**src/rtl/scan_decoder_pkg.sv**
```systemverilog
// Shared encodings for the scan decoder: request modes and controller states.
package scan_decoder_pkg;

    typedef enum logic [1:0] {
        MODE_ONEHOT = 2'b00,
        MODE_THERM  = 2'b01,
        MODE_SCAN   = 2'b10,
        MODE_RSVD   = 2'b11
    } mode_e;

    typedef enum logic {
        IDLE = 1'b0,
        SCAN = 1'b1
    } state_e;

endpackage

```
**src/rtl/scan_decoder_index_decoder.sv**
```systemverilog
// Combinational index decoder: one-hot of the index, or bits index..0 when
// thermometer select is high.
module index_decoder #(
    parameter int IN_W = 3
) (
    input  logic [IN_W-1:0]      i_idx,
    input  logic                 i_therm,
    output logic [2**IN_W-1:0]   o_vec
);
    localparam int OUT_W = 2**IN_W;

    always_comb begin
        o_vec = '0;
        for (int b = 0; b < OUT_W; b++) begin
            o_vec[b] = i_therm ? (b <= int'(i_idx)) : (b == int'(i_idx));
        end
    end

endmodule

```
**src/rtl/scan_decoder.sv**
```systemverilog
// Registered index decoder with a one-shot scan mode that walks the one-hot
// output from a start index up to the top bit, holding each for DWELL cycles.
module scan_decoder
    import scan_decoder_pkg::*;
#(
    parameter int IN_W  = 3,
    parameter int DWELL = 4
) (
    input  logic                 i_clk,
    input  logic                 i_reset,
    input  logic [IN_W-1:0]      i_in,
    input  logic                 i_good,
    input  logic [1:0]           i_mode,
    output logic [2**IN_W-1:0]   o_out,
    output logic                 o_busy,
    output logic                 o_done
);
    localparam int OUT_W = 2**IN_W;
    localparam int DW    = (DWELL > 1) ? $clog2(DWELL) : 1;
    localparam logic [DW-1:0]   DW_LAST  = DW'(DWELL - 1);
    localparam logic [IN_W-1:0] IDX_LAST = IN_W'(OUT_W - 1);

    state_e             r_state, w_state_nxt;
    logic [OUT_W-1:0]   r_out, w_out_nxt, w_dec;
    logic [DW-1:0]      r_dwell, w_dwell_nxt;
    logic [IN_W-1:0]    r_idx, w_idx_nxt, w_dec_idx;
    logic               r_busy, r_done, w_busy_nxt, w_done_nxt, w_therm;

    // One shared decoder: request index while idle, next scan index while scanning.
    assign w_dec_idx = (r_state == IDLE) ? i_in : r_idx + IN_W'(1);
    assign w_therm   = (r_state == IDLE) && (mode_e'(i_mode) == MODE_THERM);

    index_decoder #(.IN_W(IN_W)) u_dec (
        .i_idx   (w_dec_idx),
        .i_therm (w_therm),
        .o_vec   (w_dec)
    );

    always_comb begin
        w_state_nxt = r_state;
        w_out_nxt   = '0;
        w_dwell_nxt = r_dwell;
        w_idx_nxt   = r_idx;
        case (r_state)
            IDLE: begin
                w_dwell_nxt = '0;
                w_idx_nxt   = '0;
                if (i_good) begin
                    case (mode_e'(i_mode))
                        MODE_ONEHOT, MODE_THERM: w_out_nxt = w_dec;
                        MODE_SCAN: begin
                            w_state_nxt = SCAN;
                            w_idx_nxt   = i_in;
                            w_out_nxt   = w_dec;
                        end
                        default: w_out_nxt = '0;
                    endcase
                end
            end
            SCAN: begin
                if (r_done) begin
                    w_state_nxt = IDLE;
                    w_dwell_nxt = '0;
                    w_idx_nxt   = '0;
                end else if (r_dwell == DW_LAST) begin
                    w_dwell_nxt = '0;
                    w_idx_nxt   = r_idx + IN_W'(1);
                    w_out_nxt   = w_dec;
                end else begin
                    w_dwell_nxt = r_dwell + DW'(1);
                    w_out_nxt   = r_out;
                end
            end
            default: w_state_nxt = IDLE;
        endcase
        // Done is registered, so it is predicted from the next-cycle scan position.
        w_busy_nxt = (w_state_nxt == SCAN);
        w_done_nxt = w_busy_nxt && (w_idx_nxt == IDX_LAST) && (w_dwell_nxt == DW_LAST);
    end

    always_ff @(posedge i_clk) begin
        if (i_reset) begin
            r_state <= IDLE;
            r_out   <= '0;
            r_dwell <= '0;
            r_idx   <= '0;
            r_busy  <= 1'b0;
            r_done  <= 1'b0;
        end else begin
            r_state <= w_state_nxt;
            r_out   <= w_out_nxt;
            r_dwell <= w_dwell_nxt;
            r_idx   <= w_idx_nxt;
            r_busy  <= w_busy_nxt;
            r_done  <= w_done_nxt;
        end
    end

    assign o_out  = r_out;
    assign o_busy = r_busy;
    assign o_done = r_done;

endmodule
```
**config.mk**
```make
export PLATFORM = sky130hd
export DESIGN_NAME = scan_decoder
export DESIGN_NICKNAME = d
export VERILOG_FILES = /design/src/rtl/scan_decoder_pkg.sv /design/src/rtl/scan_decoder_index_decoder.sv /design/src/rtl/scan_decoder.sv
export SDC_FILE = /design/constraint.sdc
export NUM_CORES = 1
export LEC_CHECK = 0
export CORE_AREA = 2 2 44 46
export CTS_CLUSTER_SIZE = 20
export DETAILED_ROUTE_END_ITERATION = 7
export DIE_AREA = 0 0 46 48
export PLACE_DENSITY = 0.73
export SETUP_SLACK_MARGIN = 0.05
export SLEW_MARGIN = 40
export SYNTH_ARGS = -nofsm -noshare
export SYNTH_HDL_FRONTEND = slang
export SYNTH_SLANG_ARGS = --single-unit
```
**constraint.sdc**
```tcl
create_clock -name i_clk -period 2.35 [get_ports i_clk]
set_clock_uncertainty 0.15 [all_clocks]
set_input_delay 0.47 -clock i_clk [delete_from_list [all_inputs] [get_ports i_clk]]
set_output_delay 0.47 -clock i_clk [all_outputs]
set_load 0.02 [all_outputs]
```
Word level (Yosys, flattened, before mapping)
Cells that the tools add are included.
Word-level totals
  bits in registers: 15
  logic and storage cells: 60
  output and inout port bits: 10
Cells by class
  reductions and logical operators: 6
  order comparisons: 7
  $add $sub $neg: 2
  bitwise operators: 1
  equality and inequality tests: 13
  mux-type cells: 26
Operator list (number)
  8-bit 2-to-1 mux: 4
  8-bit case mux with 2 select lines: 1
  3-bit 2-to-1 mux: 5
  3-bit == test (first input constant): 4
  3-bit less-or-equal comparator (first input constant): 4
  1-bit 2-to-1 mux: 11
  2-bit == test (second input constant): 3
  2-bit by 3-bit == test with 1-bit output (first input constant): 2
  2-bit by 3-bit less-or-equal comparator with 1-bit output (first input constant): 2
  3-bit case mux with 2 select lines: 1
  2-bit 2-to-1 mux: 2
  2-bit case mux with 2 select lines: 1
  3-bit by 1-bit adder with 3-bit output (second input constant): 1
  1-bit by 3-bit == test with 1-bit output (first input constant): 1
  3-bit == test (second input constant): 1
  1-bit by 3-bit less-or-equal comparator with 1-bit output (first input constant): 1
  1-bit logical AND: 3
  3-bit logical NOT: 1
  3-bit by 1-bit != test with 1-bit output (second input constant): 1
  3-bit OR reduction: 1
  2-bit by 1-bit adder with 2-bit output (second input constant): 1
  2-bit by 1-bit == test with 1-bit output (second input constant): 1
  2-bit logical NOT: 1
  1-bit case mux with 2 select lines: 1
  1-bit NOT: 1

Longest topological paths before layout
Gate-level depths: netlist of run 1.
  depth after elaboration: 7
  mapped depth: 6
  depth with buffers taken out: 5

Modules after synthesis
A second synthesis of run 1 with hierarchy kept.
Unflattened totals
  cells, all modules: 95
  area total of the unflattened synthesis: 799.5 um^2
By module, submodules not included
  scan_decoder: cells an instance 77, area an instance 671.9 um^2, instances 1
  index_decoder: cells an instance 18, area an instance 127.6 um^2, instances 1

Worst setup path before layout of run 1
No wires, ideal clock.
  kind: register to register
  start: reg r_idx[0]
  end: reg r_out[0] (netlist: o_out[0])
  buffers on the path: 0
  stages on the path, launching flop included: 6
  data required time: 2.112 ns
  library setup time: 0.088 ns
  setup slack: 0.679 ns
  data arrival time: 1.433 ns
  path through: dfxtp_1 > ha_1 > xnor2_1 > a21oi_1 > or3_1 > o32ai_2
Between the ends
  word-level cells in the longest chain between the ends: 7
  elaborated cells on any way between the ends: 9
  classes of those cells: 1 x add/sub; 7 x mux; 1 x reduce/logical
Ends and longest elaborated chain
  start, declared: line scan_decoder.sv:26  | logic [IN_W-1:0] r_idx, w_idx_nxt, w_dec_idx;
  start signal, assigned: line scan_decoder.sv:93  | r_idx <= w_idx_nxt;
  3-bit by 1-bit adder with 3-bit output (*): line scan_decoder.sv:30  | assign w_dec_idx = (r_state == IDLE) ? i_in : r_idx + IN_W'(1);
  3-bit 2-to-1 mux (*): line scan_decoder.sv:30
  3-bit logical NOT (*): line scan_decoder_index_decoder.sv:15  | o_vec[b] = i_therm ? (b <= int'(i_idx)) : (b == int'(i_idx));
  1-bit 2-to-1 mux (*): line scan_decoder_index_decoder.sv:15
  8-bit 2-to-1 mux (on tied branches): line scan_decoder.sv:65, scan_decoder.sv:49
  8-bit 2-to-1 mux (on tied branches): line scan_decoder.sv:61, scan_decoder.sv:48
  8-bit case mux with 2 select lines (*): line scan_decoder.sv:44  | case (r_state)
  end signal, assigned: line scan_decoder.sv:91  | r_out <= w_out_nxt;
  end, declared: line scan_decoder.sv:24  | logic [OUT_W-1:0] r_out, w_out_nxt, w_dec;
Every way passes the cells marked *; elsewhere a longest branch is shown, timed or not. The select of a mux whose other input is x is not followed.
A chain may end at the register's enable or synchronous reset.

Worst setup path in the final report of run 1
  start: reg r_busy (netlist: o_busy)
  end: out o_busy
RTL lines
  start, declared: line scan_decoder.sv:27  | logic r_busy, r_done, w_busy_nxt, w_done_nxt, w_therm;
  start signal, assigned: line scan_decoder.sv:94  | r_busy <= w_busy_nxt;
  end, declared: line scan_decoder.sv:15  | output logic o_busy,
No word-level cell between the ends.

==> out/results.tsv, run 1 <==
stage	metric	value	unit
drt	drt-initial-drc-count	30	
timing	worst_hold_slack	295	ps
timing	setup_violations	0	
cells_and_area	areaGrowthSynthToFinish	27.9	%
synth	ys_ff_latch	15	
clock_network	postCtsSetupBuffers	0	
die	fp-row-count	15	
worst_setup_path	cp-end-kind	primary output	
global_routing	antenna_found_initial	0	
die	initial_core_util	0.462	
worst_setup_path	slowest_stage	clkdlybuf4s50_1	
power_and_ir_drop	p_per_area	504	nW/µm²
timing	relSlewSlack	0.630	
worst_setup_path	cp_data_required_time	1730	ps
cells_and_area	diodes	0	
global_routing	busiest_layer	met2	
power_and_ir_drop	finalPower	503	µW
synth	syn_area	781	µm²
global_routing	grt_overflow	0	
synth	synth_top_area_frac	0.385	
drt	firstDrtPassIters	4	
synth	synth_cells	90	
timing	hold_violations	0	
synth	yosysMostFrequentCell	dfxtp_1	
power_and_ir_drop	peakVddDrop	0.000273	V
synth	synthTopCellsByArea	dfxtp_1 38%, nor2_1 5.3%, a21oi_1 5.1%	
placed_design	port_buffers	17	
synth	synth_nets	100	
placed_design	dp_hpwl	1340	µm
worst_setup_path	path_buf_inv	1	
worst_setup_path	cp-start-kind	register	
cells_and_area	drive_gt1_frac	0.100	
cells_and_area	finalNetCount	121	
timing	post-route-period-util	0.884	
timing	setup_tns	0	ps
clock_network	cts_tree	yes	
drt	vias	778	
timing	layout_min_cycle_time	2080	ps
clock_network	clkTransAtPathRegs	80	ps
global_routing	grt_pass1_vias	654	
global_routing	use_met1	0.262	
die	core_area	1690	µm²
worst_setup_path	cp_cell_sequence	clkdlybuf4s50_1	
timing	worst_slew_pin_slew	554	ps
clock_network	htreeDepth	1	
synth	synth_common_cells	15 x dfxtp_1, 11 x nor2_1, 9 x nand2_1	
worst_setup_path	cp.arrival	1460	ps
power_and_ir_drop	leakagePower	0.000361	µW
drt	drcViolationCount	0	
clock_network	cts.sink_count	15	
placed_design	dpl-instance-area	971	µm²
synth	synth_edf_count	0	
drt	wl	1800	µm
global_routing	grt_pass1_wl	2920	µm
job	maxCapViolations	0	
synth	synth.distinct_cells	35	
die	dieWidth	46	µm
clock_network	cts_resized	0	
global_routing	grt_max_degree	18	
worst_setup_path	cp_top_family	buffers and inverters	
synth	synth_top_area_cell	dfxtp_1	
synth	yosysWarnings	0	
synth	avgSynthCellArea	8.67	µm²
drt	wl_per_cell	14.2	µm
worst_setup_path	r2r_cells	5	
clock_network	worstSkewPairLatency	280	ps
drt	viasPerCell	6.13	
timing	drv_slew	0	
worst_hold_path	min_path_cells	1	
global_routing	use_met2	0.278	
timing	fmax	481	MHz
die	dieArea	2210	µm²
run_status	status	finished clean	
global_routing	track_usage	0.190	
clock_network	cts_inserted_buffers	3	
global_routing	grt.met3_usage	0.0226	
worst_setup_path	cpPeakStageDelay	670	ps
worst_setup_path	crit_cells	1	
worst_setup_path	crit_type	reg -> out	
synth	async_reset_ff_frac	0	
worst_hold_path	min_path_type	reg -> reg	
synth	ys.flop_type	dfxtp_1	
clock_network	clk_path_buf_depth	2	
die	io_pins	18	
cells_and_area	final_area	998	µm²
worst_setup_path	path_max_fanout	17	
die	die_y	48	µm
placed_design	routabilityCongestion	0.915	
cells_and_area	layoutNonFillerInstCount	127	
drt	ant_nets	0	
clock_network	ctsRootBufferMaster	clkbuf_4	
clock_network	postCtsHoldBufs	0	
timing	rsz0062_at_grt	false	
placed_design	placedCellCount	123	
synth	seq_area_frac_synth	0.385	
kinds of logic after synthesis:
group | after synthesis | synth area share
muxes | 3 | 0.0401
adders and majority gates | 2 | 0.0320
and+or+nand+nor | 38 | 0.252
xor gates and xnor gates | 3 | 0.0337
DFF | 15 | 0.385
AOI/OAI and AO/OA | 24 | 0.228
buffers and inverters | 5 | 0.0304
placed cells by master (no fill, tap or decap), types with 3 or more instances in the layout:
master,instances
clkdlybuf4s50_1,17
dfxtp_1,14
nor2_1,11
nand2_1,9
a21oi_1,8
nor3b_1,4
a32oi_1,3
a22oi_1,3
nor3_1,3
clkbuf_4,3
report_power, final:
group | internal (µW) | leakage, µW | switching (µW)
Clock | 65.9 | 0.0000150 | 77.5
Combinational | 43.3 | 0.000224 | 48.2
Sequential | 261 | 0.000122 | 7.43
Total | 370 | 0.000361 | 133
sequential cells by signal, indices dropped and copies added, names as in the netlist:
register	flops
r_dwell	2
o_busy	1
r_idx	3
o_done	1
o_out	8
final timing paths:
path                            slack [ps]               endpoint             startpoint
worst min-delay path                   290  r_dwell[0]$_SDFF_PP0_  r_dwell[0]$_SDFF_PP0_
worst min register to register         290  r_dwell[0]$_SDFF_PP0_  r_dwell[0]$_SDFF_PP0_
worst max register to register         450  o_out[0]$_SDFFE_PP0P_    r_idx[0]$_SDFF_PP0_
worst max-delay path                   270                 o_busy      o_busy$_SDFF_PP0_
routing by layer:
layer,vias to the layer above,part of all wire
met5,-,0
met4,0,0.031
met3,7,0.062
met2,37,0.44
met1,359,0.46
li1,375,-
through the flow:
stage / util / setup slack [ps]
after floorplan: - / 679
after global placement: 0.575 / 268
after detailed placement: 0.575 / 213
after CTS: 0.590 / 73.2
after global routing: 0.591 / 208
final: 0.591 / 272
final cells by class:
class,instances,area (µm²)
well taps,17,21.3
multi-input cells,70,457
clock buffers,4,26.3
inverters,2,7.51
repair buffers,19,185
fillers,154,691
flip-flops and latches,15,302
Power figures use the tool's default switching activity.
==> run 2, diff against run 1 <==
CAP_MARGIN = 10   (was not set)
CORE_AREA = 4 4 46 48   (was 2 2 44 46)
DIE_AREA = 0 0 50 52   (was 0 0 46 48)
==> out/results.tsv, run 2 (synthesis gave the netlist of run 1 again) <==
stage	metric	value	unit
drt	vias	732	
worst_setup_path	cp_data_required_time	1730	ps
worst_setup_path	cp-end-kind	primary output	
cells_and_area	final_common_cell	clkdlybuf4s50_1	
global_routing	track_usage	0.160	
job	maxCapViolations	0	
cells_and_area	areaGrowthSynthToFinish	30.0	%
drt	ant_nets	0	
timing	worst_slew_pin_slew	522	ps
placed_design	pre_cts_ws	194	ps
placed_design	routabilityCongestion	0.983	
worst_hold_path	min_path_type	reg -> reg	
global_routing	grt.met3_usage	0.0287	
worst_setup_path	crit_type	reg -> out	
worst_setup_path	cp.arrival	1310	ps
clock_network	cts.sink_count	15	
worst_setup_path	cpPeakStageDelay	630	ps
cells_and_area	largest_reg_flops	8	
clock_network	clkTransAtPathRegs	90	ps
worst_setup_path	cp_cell_sequence	clkdlybuf4s50_1	
worst_setup_path	slowest_stage	clkdlybuf4s50_1	
drt	viasPerCell	5.38	
worst_setup_path	reg2reg_from	r_idx[0]$_SDFF_PP0_	
power_and_ir_drop	p_per_area	504	nW/µm²
power_and_ir_drop	pwr-share-clk	0.296	
placed_design	placedCellCount	132	
global_routing	use_met1	0.219	
die	die_y	52	µm
clock_network	cts_tree	yes	
power_and_ir_drop	leakagePower	0.000366	µW
cells_and_area	finalNetCount	122	
power_and_ir_drop	p_seq_frac	0.518	
clock_network	htreeDepth	1	
die	core_area	1710	µm²
power_and_ir_drop	switching_power	141	µW
timing	drv_slew	0	
worst_setup_path	path_buf_inv	1	
worst_setup_path	cp-start-kind	register	
die	dieArea	2600	µm²
die	initial_core_util	0.457	
drt	wl_per_cell	13.4	µm
timing	hold_violations	0	
clock_network	postCtsSetupBuffers	0	
clock_network	postCtsHoldBufs	0	
global_routing	grt_max_degree	15	
worst_setup_path	crit_start	o_busy$_SDFF_PP0_	
timing	timing.final.ws_setup	416	ps
global_routing	grt_pass1_vias	700	
power_and_ir_drop	switching_share	0.275	
timing	worst_hold_slack	303	ps
cells_and_area	drive_gt1_frac	0.0991	
worst_setup_path	cp_top_family	buffers and inverters	
power_and_ir_drop	peakVddDrop	0.000340	V
clock_network	ctsRootBufferMaster	clkbuf_4	
timing	post-route-period-util	0.823	
timing	setup_tns	0	ps
global_routing	grt_pass1_wl	3130	µm
drt	firstDrtPassIters	4	
timing	fmax	517	MHz
timing	layout_min_cycle_time	1930	ps
placed_design	dp_hpwl	1370	µm
power_and_ir_drop	p_comb_frac	0.186	
clock_network	worstSkewPairLatency	290	ps
clock_network	cts_resized	0	
cells_and_area	final_cell_mix	17 x clkdlybuf4s50_1, 15 x dfxtp_1, 11 x nor2_1, 9 x nand2_1, 8 x a21oi_1	
run_status	status	finished clean	
clock_network	clk_path_buf_depth	2	
timing	rsz0062_at_grt	false	
drt	drcViolationCount	0	
die	io_pins	18	
die	dieWidth	50	µm
drt	wl	1820	µm
die	fp-row-count	15	
timing	relSlewSlack	0.651	
cells_and_area	layoutNonFillerInstCount	136	
cells_and_area	diodes	0	
global_routing	antenna_found_initial	0	
global_routing	use_met2	0.243	
worst_hold_path	min_from	o_out[6]$_SDFFE_PP0P_	
worst_setup_path	path_max_fanout	4	
drt	drt-initial-drc-count	17	
clock_network	cts_inserted_buffers	3	
global_routing	busiest_layer	met2	
timing	setup_violations	0	
global_routing	grt_overflow	0	
power_and_ir_drop	p_int	371	µW
placed_design	port_buffers	17	
[run 2: layout make-up]
type / instances / area, µm²
inverters: 2 / 7.51
multi-input cells: 70 / 457
well taps: 25 / 31.3
flip-flops and latches: 15 / 300
repair buffers: 20 / 193
clock buffers: 4 / 26.3
fillers: 161 / 693
[run 2: worst paths after layout]
check / slack [ps] / endpoint / depth (start not counted)
worst min-delay path: 300 / o_out[6]$_SDFFE_PP0P_ / 2
worst min register to register: 300 / o_out[6]$_SDFFE_PP0P_ / 2
worst max-delay path: 420 / o_busy / 1
worst max register to register: 470 / o_out[0]$_SDFFE_PP0P_ / 5
[run 2: per-layer routing]
metal,routed length [µm],up-vias
met2,797,23
met4,27,0
met3,92,4
met1,897,331
met5,0,-
li1,-,374
[run 2: through the flow]
| stage | total power, µW | util | cell area, µm² |
|---|---|---|---|
| floorplan | 325 | - | 781 |
| global placement | 364 | 0.579 | 988 |
| detailed placement | 365 | 0.579 | 988 |
| CTS | 512 | 0.594 | 1010 |
| global route | 541 | 0.594 | 1010 |
| finish | 512 | 0.594 | 1010 |
[run 2: power by group through the flow]
stage          sequential (µW)  combinational, µW  clock, µW
3_3_place_gp               271               93.7          0
2_1_floorplan              277               47.7          0
5_1_grt                    266                105        170
3_5_place_dp               271               94.6          0
6_report                   265               95.4        152
4_1_cts                    265               95.1        152
==> variant: new RTL, config.mk and constraints of run 1 <==
Reset style: asynchronous (`i_reset`), changed in one clocked block.
--- a/src/rtl/scan_decoder.sv
+++ b/src/rtl/scan_decoder.sv
@@ -78,7 +78,7 @@
         w_done_nxt = w_busy_nxt && (w_idx_nxt == IDX_LAST) && (w_dwell_nxt == DW_LAST);
     end
 
-    always_ff @(posedge i_clk) begin
+    always_ff @(posedge i_clk or posedge i_reset) begin
         if (i_reset) begin
             r_state <= IDLE;
             r_out   <= '0;
Formal check against the unedited RTL: differs if i_reset is asserted again (counterexample within 4 cycles, from zero or initial values and one cycle with i_reset high); with i_reset held inactive, the same outputs for 10 cycles.
==> variant against run 1 <==
Worst setup slack got worse by 0.014 ns. Synthesized area rose by 12%. Critical endpoint unchanged. Utilization rose by 4.1 points. Routed wire length rose by 3.8%. Sequential cell count did not move. Worst hold slack improved by 0.034 ns. Design area rose by 7.0%.
Power is not compared: it rests on default switching activity, and its combinational part moved more than twofold at a synthesized area within 25%.
==> variant: results (changes against run 1) <==
worst stage delay on the critical path=0.66 ns; post-DR wirelength/cell=16.2 µm (+15%); nets=109 (-9.9%); setup slack, reg-to-reg=0.39 ns (-0.06 ns); RR Endpoint=o_done; syn_nets=90 (-10%); Yosys cell types=40 (+14%); initial antenna violation count=0 (unchanged); first-pass GRT wire length=3050 µm (+4.5%); crit-path max FO=17 (unchanged); share of cells above drive strength 1=0.0918 (-0.00816); ranking of synthesized cells by area=dfrtp_1 (43%), a221o_1 (4.6%), a32o_1 (4.6%); Clock transition at path regs=0.09 ns; FFs w/ async S/R, synth=1.00 (+1.00); worst min-delay path category=flop to flop; Post-synth top cells=dfrtp_1 (15), nand2_1 (7), a221o_1 (4), a32o_1 (4), inv_1 (4); Port Buffers=17 (unchanged); status=completed; YS warnings=0 (unchanged); Slew HR=0.621 (-0.00865); routability cong.=0.788 (-14%); CP startpoint=o_busy; total number of vias=724 (-6.9%); clk buf depth=2 (unchanged); Final setup violation count=0 (unchanged); Seq/Total Area, Yosys=0.430 (+0.0452); clock root buffer=clkbuf_4; vias in the first global route=688 (+5.2%); r2r worst-path depth=4 (-1); initial drt markers=17 (-43%); peak supply drop=618 µV; post-CTS sizing=0 (unchanged); worst r2r src=r_idx[0]; hpwl dp=1370 µm (+2.0%); total track usage=0.204 (+0.0146); Synth Flop Type=dfrtp_1; worst setup margin=0.258 ns (-0.0143 ns); Setup crit end=o_busy; clock latency on the worst-skew pair=0.28 ns (about the same); total clock buffers created by CTS=3 (unchanged)
## variant: changes by cell type after synthesis, moves of 3 or more
cell | before | now
a32o_1 | 0 | 4
nor2_1 | 11 | 2
a22oi_1 | 3 | 0
a221o_1 | 0 | 4
a21oi_1 | 8 | 0
nor3_1 | 3 | 0
nor3b_1 | 4 | 1
dfxtp_1 | 15 | 0
dfrtp_1 | 0 | 15
## variant: worst min-delay path by stage
stage,start,to,slack (ns),cells past startpoint
2_1_floorplan,i_reset,o_busy,0.22,1
3_3_place_gp,r_dwell[0],r_dwell[0],0.32,1
3_5_place_dp,r_dwell[0],r_dwell[0],0.32,1
4_1_cts,r_dwell[0],r_dwell[0],0.33,1
5_1_grt,r_dwell[0],r_dwell[0],0.36,1
6_report,r_dwell[0],r_dwell[0],0.33,1
## variant: cells by family after synthesis
group           count (synthesis)  synth area share
buf+inv                         7            0.0444
fa+ha+maj                       2            0.0286
mux                             1            0.0115
flops                          15             0.430
simple gates                   27             0.202
xor+xnor                        3            0.0301
compound gates                 25             0.254
## variant: final cells by class
cell class | count | area (µm²)
fillers | 136 | 621
multi-input cells | 58 | 459
flip-flops and latches | 15 | 377
repair buffers | 17 | 170
clock buffers | 4 | 26.3
well taps | 17 | 21.3
inverters | 4 | 15.0
## variant: stage by stage
step | std cells | hold slack, ns | instance area [µm²] | total power (W)
2_1_floorplan | 80 | 0.221 | 873 | 0.000896
3_3_place_gp | 111 | 0.316 | 1040 | 0.00111
3_5_place_dp | 111 | 0.320 | 1040 | 0.00112
4_1_cts | 115 | 0.332 | 1070 | 0.00127
5_1_grt | 115 | 0.362 | 1070 | 0.00137
6_report | 115 | 0.328 | 1070 | 0.00127
## variant: metal layers
layer / up-vias / wire, µm / GRT usage
met5: - / 0 / 0
met4: 0 / 33 / 0.131
met3: 4 / 90 / 0.0491
met2: 24 / 845 / 0.292
met1: 350 / 897 / 0.275
li1: 346 / - / -
## variant: where the power goes
part	internal [W]	total, W	switching (W)
combinational	0.000320	0.000667	0.000348
sequential	0.000358	0.000453	0.0000945
clock	0.0000659	0.000147	0.0000806
